### config.mk
export PLATFORM = sky130hd
export DESIGN_NAME = inst_fetch_responder
export DESIGN_NICKNAME = d
export VERILOG_FILES = /design/src/rtl/inst_fetch_responder.sv
export SDC_FILE = /design/constraint.sdc
export NUM_CORES = 1
export LEC_CHECK = 0
export ABC_AREA = 0
export ABC_CLOCK_PERIOD_IN_PS = 15800
export CORE_ASPECT_RATIO = 0.8
export CORE_UTILIZATION = 35
export CTS_BUF_LIST = sky130_fd_sc_hd__clkbuf_4 sky130_fd_sc_hd__clkbuf_8
export CTS_CLUSTER_SIZE = 20
export DETAILED_ROUTE_END_ITERATION = 6
export PLACE_DENSITY = 0.63
export SLEW_MARGIN = 20
export SYNTH_ARGS = -nofsm -noshare
export SYNTH_HDL_FRONTEND = slang
export SYNTH_SLANG_ARGS = --single-unit
### constraint.sdc
create_clock -name clock -period 15.8 [get_ports clock]
set_clock_uncertainty 0.1 [all_clocks]
set_input_delay 3.95 -clock clock [delete_from_list [all_inputs] [get_ports clock]]
set_output_delay 3.95 -clock clock [all_outputs]
set_load 0.01 [all_outputs]
### src/rtl/inst_fetch_responder.sv
// Direct-mapped instruction line buffer between IF and memory. Hits return the word combinationally.
// Latency: a hit answers in the same cycle. A miss answers the cycle after bus_ack.
// Backpressure: stall_request holds IF from the miss cycle through the bus_ack cycle. One bus read is outstanding at most.
module inst_fetch_responder #(
    parameter int INDEX_WIDTH = 3
) (
    input  logic        clock,
    input  logic        reset,
    input  logic        chip_enable,
    input  logic [31:0] address,
    input  logic        invalidate,
    output logic [31:0] instruction,
    output logic        stall_request,
    output logic        bus_request,
    output logic [31:0] bus_address,
    input  logic        bus_ack,
    input  logic [31:0] bus_data
);

    localparam int ENTRIES   = 1 << INDEX_WIDTH;
    localparam int TAG_WIDTH = 32 - INDEX_WIDTH - 2;

    typedef enum logic [1:0] {IDLE, MISS_WAIT, DELIVER} state_t;

    state_t                 state;
    logic [ENTRIES-1:0]     valid;
    logic [TAG_WIDTH-1:0]   tags  [ENTRIES];
    logic [31:0]            words [ENTRIES];
    logic [31:0]            miss_address;
    logic [31:0]            fill_data;

    logic [INDEX_WIDTH-1:0] lookup_index;
    logic [TAG_WIDTH-1:0]   lookup_tag;
    logic [INDEX_WIDTH-1:0] fill_index;
    logic [TAG_WIDTH-1:0]   fill_tag;
    logic                   deliver_match;
    logic                   lookup_active;
    logic                   hit;
    logic                   miss;
    logic                   fill_now;
    logic                   unused_low_bits;

    assign lookup_index = address[INDEX_WIDTH+1:2];
    assign lookup_tag   = address[31:INDEX_WIDTH+2];
    assign fill_index   = miss_address[INDEX_WIDTH+1:2];
    assign fill_tag     = miss_address[31:INDEX_WIDTH+2];

    // Byte-offset bits never take part in a word fetch.
    assign unused_low_bits = ^{address[1:0], miss_address[1:0]};

    // DELIVER serves the just-filled word straight from fill_data, so the
    // result holds even when a coincident invalidate left the entry invalid.
    assign deliver_match = chip_enable && (state == DELIVER)
                           && (address[31:2] == miss_address[31:2]);
    assign lookup_active = chip_enable
                           && ((state == IDLE) || ((state == DELIVER) && !deliver_match));
    assign hit           = lookup_active && valid[lookup_index]
                           && (tags[lookup_index] == lookup_tag);
    assign miss          = lookup_active && !hit;
    assign fill_now      = (state == MISS_WAIT) && bus_ack;

    // Response to IF: a fill word, a buffer hit, or zero while stalled or idle.
    always_comb begin
        instruction   = 32'h0;
        stall_request = 1'b0;
        if (deliver_match) begin
            instruction = fill_data;
        end else if (hit) begin
            instruction = words[lookup_index];
        end
        if (miss || (chip_enable && (state == MISS_WAIT))) begin
            stall_request = 1'b1;
        end
    end

    assign bus_address = bus_request ? miss_address : 32'h0;

    // Control FSM: miss capture, bus handshake, valid bits.
    always_ff @(posedge clock) begin
        if (!reset) begin
            state        <= IDLE;
            valid        <= '0;
            bus_request  <= 1'b0;
            miss_address <= 32'h0;
            fill_data    <= 32'h0;
        end else begin
            case (state)
                IDLE, DELIVER: begin
                    if (miss) begin
                        miss_address <= {address[31:2], 2'b00};
                        bus_request  <= 1'b1;
                        state        <= MISS_WAIT;
                    end else begin
                        state <= IDLE;
                    end
                end
                MISS_WAIT: begin
                    if (bus_ack) begin
                        valid[fill_index] <= 1'b1;
                        fill_data         <= bus_data;
                        bus_request       <= 1'b0;
                        state             <= DELIVER;
                    end
                end
                default: state <= IDLE;
            endcase
            // Placed last so it overrides a coincident fill's valid bit.
            if (invalidate) begin
                valid <= '0;
            end
        end
    end

    // Buffer storage: words and tags need no reset, the valid bits guard them.
    always_ff @(posedge clock) begin
        if (reset && fill_now) begin
            words[fill_index] <= bus_data;
            tags[fill_index]  <= fill_tag;
        end
    end

endmodule
==> results of run 1 <==
kinds of logic after synthesis:
group	synth area share
flops	0.7143
other cells	0.0001713
compound gates	0.03024
mux	0.1574
buf+inv	0.02069
xor+xnor	0.02161
simple gates	0.05567
cell usage in the layout (no fill, tap or decap), types with 3 or more instances in the layout:
cell	n
sky130_fd_sc_hd__clkinv_2	11
sky130_fd_sc_hd__o22ai_1	6
sky130_fd_sc_hd__mux2i_1	109
sky130_fd_sc_hd__clkinvlp_4	3
sky130_fd_sc_hd__nor2_1	13
sky130_fd_sc_hd__a31oi_1	6
sky130_fd_sc_hd__nand2_1	167
sky130_fd_sc_hd__clkinv_1	12
sky130_fd_sc_hd__a21oi_1	4
sky130_fd_sc_hd__clkbuf_8	98
sky130_fd_sc_hd__nor4_1	5
sky130_fd_sc_hd__clkdlybuf4s50_1	126
sky130_fd_sc_hd__xor2_1	42
sky130_fd_sc_hd__clkbuf_4	30
sky130_fd_sc_hd__a22oi_1	4
sky130_fd_sc_hd__nor4_2	4
sky130_fd_sc_hd__dfxtp_1	73
sky130_fd_sc_hd__nor2_4	6
sky130_fd_sc_hd__nor2b_1	9
sky130_fd_sc_hd__xnor2_1	12
sky130_fd_sc_hd__and2_1	33
sky130_fd_sc_hd__edfxtp_1	472
sky130_fd_sc_hd__mux2_2	13
sky130_fd_sc_hd__buf_4	29
sky130_fd_sc_hd__o21ai_1	32
sky130_fd_sc_hd__nand3_1	3
sky130_fd_sc_hd__nand2b_1	7
sky130_fd_sc_hd__a21boi_0	32
sky130_fd_sc_hd__nand4_1	6
sky130_fd_sc_hd__mux4_2	98
sky130_fd_sc_hd__a221oi_1	8
registers in the layout (all words and copies together), names as in the netlist:
signal        flops
miss_address     30
valid             8
words           256
state             2
tags            216
bus_request       1
fill_data        32
how the worst min path moves through the flow:
stage	from	end	cells after the start
CTS	fill_data[2]	fill_data[2]	2
finish	fill_data[2]	fill_data[2]	2
global route	fill_data[16]	fill_data[16]	2
detailed placement	fill_data[2]	fill_data[2]	2
global placement	valid[4]	valid[4]	2
floorplan	valid[2]	valid[2]	2
power by group through the flow:
| stage | logic (mW) | registers, mW | clock network (mW) |
|---|---|---|---|
| 4_1_cts | 0.169 | 1.60 | 1.24 |
| 3_3_place_gp | 0.166 | 1.63 | 0 |
| 6_report | 0.167 | 1.60 | 1.21 |
| 5_1_grt | 0.180 | 1.60 | 1.30 |
| 3_5_place_dp | 0.169 | 1.63 | 0 |
| 2_1_floorplan | 0.106 | 1.62 | 0 |
layer usage:
metal,GRT usage,part of all wire,vias up
li1,-,-,5233
met1,0.2374,0.46,5996
met2,0.2635,0.47,340
met3,0.03311,0.056,73
met4,0.04435,0.018,2
met5,0,0.00019,-
tightest hold or removal path, stage by stage, from the launching register on:
cell and delay, ns:
sky130_fd_sc_hd__dfxtp_1 0.31, sky130_fd_sc_hd__nand2_1 0.05, sky130_fd_sc_hd__a21boi_0 0.06
cell type report:
type | count | area share
Clock buffer | 128 | 0.06089
Antenna cell | 2 | 0.0001936
Sequential cell | 545 | 0.6049
Timing Repair Buffer | 158 | 0.05949
Multi-Input combinational cell | 640 | 0.2270
Tap cell | 830 | 0.04018
Clock inverter | 30 | 0.007406
stage by stage:
stage	area (um^2)	hold WS, ns	std cells	total power, mW	worst slack, ns
detailed placement	24060	0.3559	2172	1.798	3.238
global placement	24030	0.3417	2171	1.793	3.288
finish	25850	0.3619	2333	2.971	3.299
CTS	25820	0.3642	2330	3.005	3.219
global route	25850	0.3907	2332	3.081	2.948
floorplan	21890	0.3315	1258	1.727	5.619
==> impl_metrics.yaml, run 1 <==
final_layout:
  finish.utilization: 0.4202
  multi_input_comb_area_mm2: 0.005867
  design.final.nets: 1500
  storage_cell_area_mm2: 0.01564
  final.fill_count: 5491
  drive_gt1_frac: 0.2025
  areaGrowthSynthToFinish_pct: 18.08
floorplanning:
  core_area_mm2: 0.06152
  die_h_um: 225.7
  floorplan.die_area_mm2: 0.06355
  initial_utilization: 0.3558
  ios: 135
  placementRows: 81
  fp.dieW_um: 281.6
critical_path:
  critPathKind: "in -> out"
  r2r_cell_count: 9
  worst_path_max_delay_cell: "sky130_fd_sc_hd__buf_4"
  cpLargestDelayFamily: "simple AND/OR/NAND/NOR gates"
  worst-path-stages: 11
  critical_path.max_stage_delay_ns: 0.77
  worst_setup_path_endpoint: "instruction[23]"
  cp_endpoint_kind: "primary output"
  critical_path_arrival_ns: 8.45
  cp-start-kind: "primary input"
  r2r_setup_slack_ns: 12.43
  rr_startpoint: "miss_address[21]"
  worst_r2r_endpoint: "state[0]"
  timing.critical_path.cells: "buf_6 -> buf_4 -> nand2_1 -> o22ai_1 -> a221oi_1 -> xor2_1 -> nor4_1 -> nand4_1 -> or2_4 -> o21ai_1 -> clkdlybuf4s50_1"
  worst-endpoint-required_ns: 11.75
  cp-startpoint: "address[2]"
  critPathBufInv: 3
  crit_fanout: 42
cts:
  cts_tree: "yes"
  clock_path_buffers: 3
  insertion_delay_to_the_later_sink_of_the_worst_skew_pair_ns: 0.67
  numCtsBuffers: 86
  cts.htree.levels: 3
  cts_resized: 0
  worst_setup_hold_path_clk_slew_ns: 0.06
  clock_sink_count: 545
  post_cts_hold_buffer_count: 0
  clock-root-buffer: "sky130_fd_sc_hd__clkbuf_8"
  cts_post_setup_buffers_inserted: 0
synth:
  synthesis.area_per_instance_um2: 17.41
  synth_top_cells_by_count: "472 x sky130_fd_sc_hd__edfxtp_1, 167 x sky130_fd_sc_hd__nand2_1, 109 x sky130_fd_sc_hd__mux2i_1"
  synth_seq_cells: 545
  synthCells: 1257
  synth_ff_type: "sky130_fd_sc_hd__edfxtp_1"
  portion_of_the_post_synthesis_area_used_by_sequential_elements: 0.7143
  ys.warnings.count: 0
  synth-async-reset-ratio: 0
  biggest_area_contributors_in_the_synthesized_netlist: "sky130_fd_sc_hd__edfxtp_1 65%, sky130_fd_sc_hd__mux4_2 10%, sky130_fd_sc_hd__dfxtp_1 6.7%"
  synthesis.area_mm2: 0.02189
  synth_area_leader_cell: "sky130_fd_sc_hd__edfxtp_1"
  netlist.area_leader.share: 0.6475
  synth.most_common_cell: "sky130_fd_sc_hd__edfxtp_1"
  synth.lib_cells_used.distinct: 44
  synth_enable_flop_cells: 472
min_path:
  hold_wc_path_type: "reg -> reg"
flow_run:
  count_of_max_cap_constraint_violations: 0
timing:
  tightestPinTransition_ns: 1.005
  relSlewSlack: 0.3298
  final.setup.tns_ns: 0
  fin_crit_ns: 12.50
  setup_viol: 0
  grt_setup_unrepaired: "no"
  max_clock_freq_ghz: 0.07999
  timing.final.max_slew_violations: 0
  timing_hold_violations_final: 0
  finalCritPeriodShare: 0.7912
global_route:
  maximum_number_of_pins_on_one_net_before_global_route_repair: 82
  grt_overflow_total: 0
  antenna_found_initial: 3
  grt_pass1_wl_um: 77310
  grt_pass1_vias: 12100
  groute.usage.overall: 0.1677
detailed_routing:
  drc_errors: 0
  post_drt_via_cell_ratio: 4.991
  post_drt_wl_per_cell_um: 22.39
  count_of_vias_placed_by_the_detailed_router: 11640
  drt_pass1_iterations: 5
  total_length_of_routed_wires_um: 52250
  ant_nets: 0
  drt_first_iter_violations: 848
outcome:
  run_status: "completed"
power_and_ir_drop:
  p_per_area_mw_per_mm2: 114.9
  share_comb_of_total_power: 0.056
  power.share.clock: 0.406
  max-vdd-ir-drop_mv: 0.06150
  power.internal_mw: 2.311
  power.switching_fraction: 0.2220
  leakagePower_nw: 8.663
  power.net_switching_mw: 0.6595
  sequentialPowerShare: 0.538
placement:
  port-buffer-count: 130
  detailed_place_hpwl_um: 29030
  finalWeightedCongestion: 0.7367
No activity file was read; power rests on OpenSTA's default activity.
==> inputs of run 2 (changes only) <==
--- a/config.mk
+++ b/config.mk
@@ -6,7 +6,7 @@
 export NUM_CORES = 1
 export LEC_CHECK = 0
 export ABC_AREA = 0
-export ABC_CLOCK_PERIOD_IN_PS = 15800
+export ABC_CLOCK_PERIOD_IN_PS = 11700
 export CORE_ASPECT_RATIO = 0.8
 export CORE_UTILIZATION = 35
 export CTS_BUF_LIST = sky130_fd_sc_hd__clkbuf_4 sky130_fd_sc_hd__clkbuf_8
==> constraint.sdc (replaced) <==
create_clock -name clock -period 11.7 [get_ports clock]
set_clock_uncertainty 0.1 [all_clocks]
set_input_delay 2.925 -clock clock [delete_from_list [all_inputs] [get_ports clock]]
set_output_delay 2.925 -clock clock [all_outputs]
set_load 0.01 [all_outputs]
==> impl_metrics.yaml, run 2 (same netlist as run 1, synthesis figures left out) <==
final_layout:
  drive_gt1_frac: 0.2069
  flip_flop_count_of_the_largest_register_all_copies_and_words_added: 256
  final.fill_count: 5439
  most-common-layout-cells: "472 x sky130_fd_sc_hd__edfxtp_1, 167 x sky130_fd_sc_hd__nand2_1, 126 x sky130_fd_sc_hd__clkdlybuf4s50_1"
  areaGrowthSynthToFinish_pct: 18.44
  largest_register: "words"
  largestRegisters: "words (256), tags (216), fill_data (32)"
  layout_commonest_cell: "sky130_fd_sc_hd__edfxtp_1"
  insertedDiodeCount: 0
  storage_cell_area_mm2: 0.01564
  multi_input_comb_area_mm2: 0.005867
  finish.utilization: 0.4214
  design.final.nets: 1503
detailed_routing:
  drc_errors: 0
  drt_pass1_iterations: 5
  drt_first_iter_violations: 966
  count_of_vias_placed_by_the_detailed_router: 11680
  post_drt_via_cell_ratio: 4.997
  post_drt_wl_per_cell_um: 22.57
  ant_nets: 0
  total_length_of_routed_wires_um: 52770
cts:
  insertion_delay_to_the_later_sink_of_the_worst_skew_pair_ns: 0.69
  cts_resized: 0
  clock_path_buffers: 3
  clock_sink_count: 545
  cts_post_setup_buffers_inserted: 0
  numCtsBuffers: 89
  cts_tree: "yes"
  cts.htree.levels: 3
  clock-root-buffer: "sky130_fd_sc_hd__clkbuf_8"
  post_cts_hold_buffer_count: 0
  worst_setup_hold_path_clk_slew_ns: 0.05
critical_path:
  critPathKind: "in -> out"
  cp-start-kind: "primary input"
  worst_path_max_delay_cell: "sky130_fd_sc_hd__buf_4"
  cp_endpoint_kind: "primary output"
  cp_common_cell: "sky130_fd_sc_hd__buf_4"
  timing.critical_path.cells: "buf_4 -> buf_4 -> mux4_2 -> mux2i_1 -> xor2_1 -> nand2_1 -> nor4_2 -> nand4_1 -> or2_4 -> o21ai_1 -> clkdlybuf4s50_1"
  r2r_setup_slack_ns: 8.50
  critical_path.max_stage_delay_ns: 0.61
  crit_fanout: 42
  worst-endpoint-required_ns: 8.68
  critical_path_arrival_ns: 7.01
timing:
  final.setup.tns_ns: 0
  final.setup.worst_slack_ns: 1.666
  setup_viol: 0
  relSlewSlack: 0.3125
  grt_setup_unrepaired: "no"
  finalCritPeriodShare: 0.8576
  max_clock_freq_ghz: 0.09966
  timing.final.max_slew_violations: 0
  timing_hold_violations_final: 0
  fin_crit_ns: 10.03
  tightestPinTransition_ns: 1.029
power_and_ir_drop:
  power.internal_mw: 3.179
  power.switching_fraction: 0.2210
  share_comb_of_total_power: 0.056
  power.share.clock: 0.415
  power.net_switching_mw: 0.9020
  max-vdd-ir-drop_mv: 0.07014
  p_per_area_mw_per_mm2: 157.4
  sequentialPowerShare: 0.529
  leakagePower_nw: 8.711
flow_run:
  count_of_max_cap_constraint_violations: 0
floorplanning:
  ios: 135
  die_h_um: 225.7
  core_area_mm2: 0.06152
  fp.dieW_um: 281.6
  placementRows: 81
  floorplan.die_area_mm2: 0.06355
  initial_utilization: 0.3558
min_path:
  hold_wc_path_type: "reg -> reg"
placement:
  detailed_place_hpwl_um: 28850
  pre_cts_slack_ns: 1.581
  port-buffer-count: 130
  finalWeightedCongestion: 0.7376
global_route:
  maximum_number_of_pins_on_one_net_before_global_route_repair: 65
  grt_pass1_vias: 11970
  grt_overflow_total: 0
  groute.usage.overall: 0.1677
  antenna_found_initial: 2
  grt_pass1_wl_um: 76970
outcome:
  run_status: "completed"
[run 2: layout make-up]
class,count,share of cell area
multi-input combinational,640,0.2263
clock inverter,28,0.008252
sequential,545,0.6031
tap,830,0.04006
clock buffer,137,0.06332
timing repair buffer,158,0.05902
[run 2: routing by layer]
layer	track usage	vias up	wire (um)
met5	0	-	9
met4	0.05049	2	1079
met3	0.03921	83	3304
met2	0.2634	337	24810
met1	0.2312	6040	23570
li1	-	5221	-
[run 2: final timing paths]
check                           cells after the start       startpoint               to
worst max register to register                      3  miss_address[3]      words[3][8]
worst min register to register                      2     fill_data[8]     fill_data[8]
worst min-delay path                                2     fill_data[8]     fill_data[8]
worst max-delay path                               11       address[3]  instruction[23]
[run 2: power groups by stage]
stage / clock, mW / combinational [mW] / sequential (mW)
global placement: 0 / 0.226 / 2.20
finish: 1.70 / 0.227 / 2.16
floorplan: 0 / 0.143 / 2.19
global route: 1.82 / 0.245 / 2.16
detailed placement: 0 / 0.229 / 2.20
CTS: 1.74 / 0.230 / 2.16
[run 2: per-stage QoR]
| stage | cells | area (um^2) | hold slack (ns) | power [mW] |
|---|---|---|---|---|
| global placement | 2172 | 24050 | 0.3439 | 2.422 |
| finish | 2338 | 25930 | 0.3601 | 4.081 |
| detailed placement | 2172 | 24050 | 0.3565 | 2.428 |
| CTS | 2337 | 25910 | 0.3642 | 4.131 |
| global route | 2338 | 25930 | 0.3806 | 4.230 |
| floorplan | 1258 | 21890 | 0.3315 | 2.332 |
[run 2: worst max-delay path: cells and delay by family]
family,cells,cell delay (ns)
buffers and inverters,3,1.69
and+or+nand+nor,4,1.18
muxes,2,0.61
AOI/OAI and AO/OA,1,0.38
xor gates and xnor gates,1,0.17
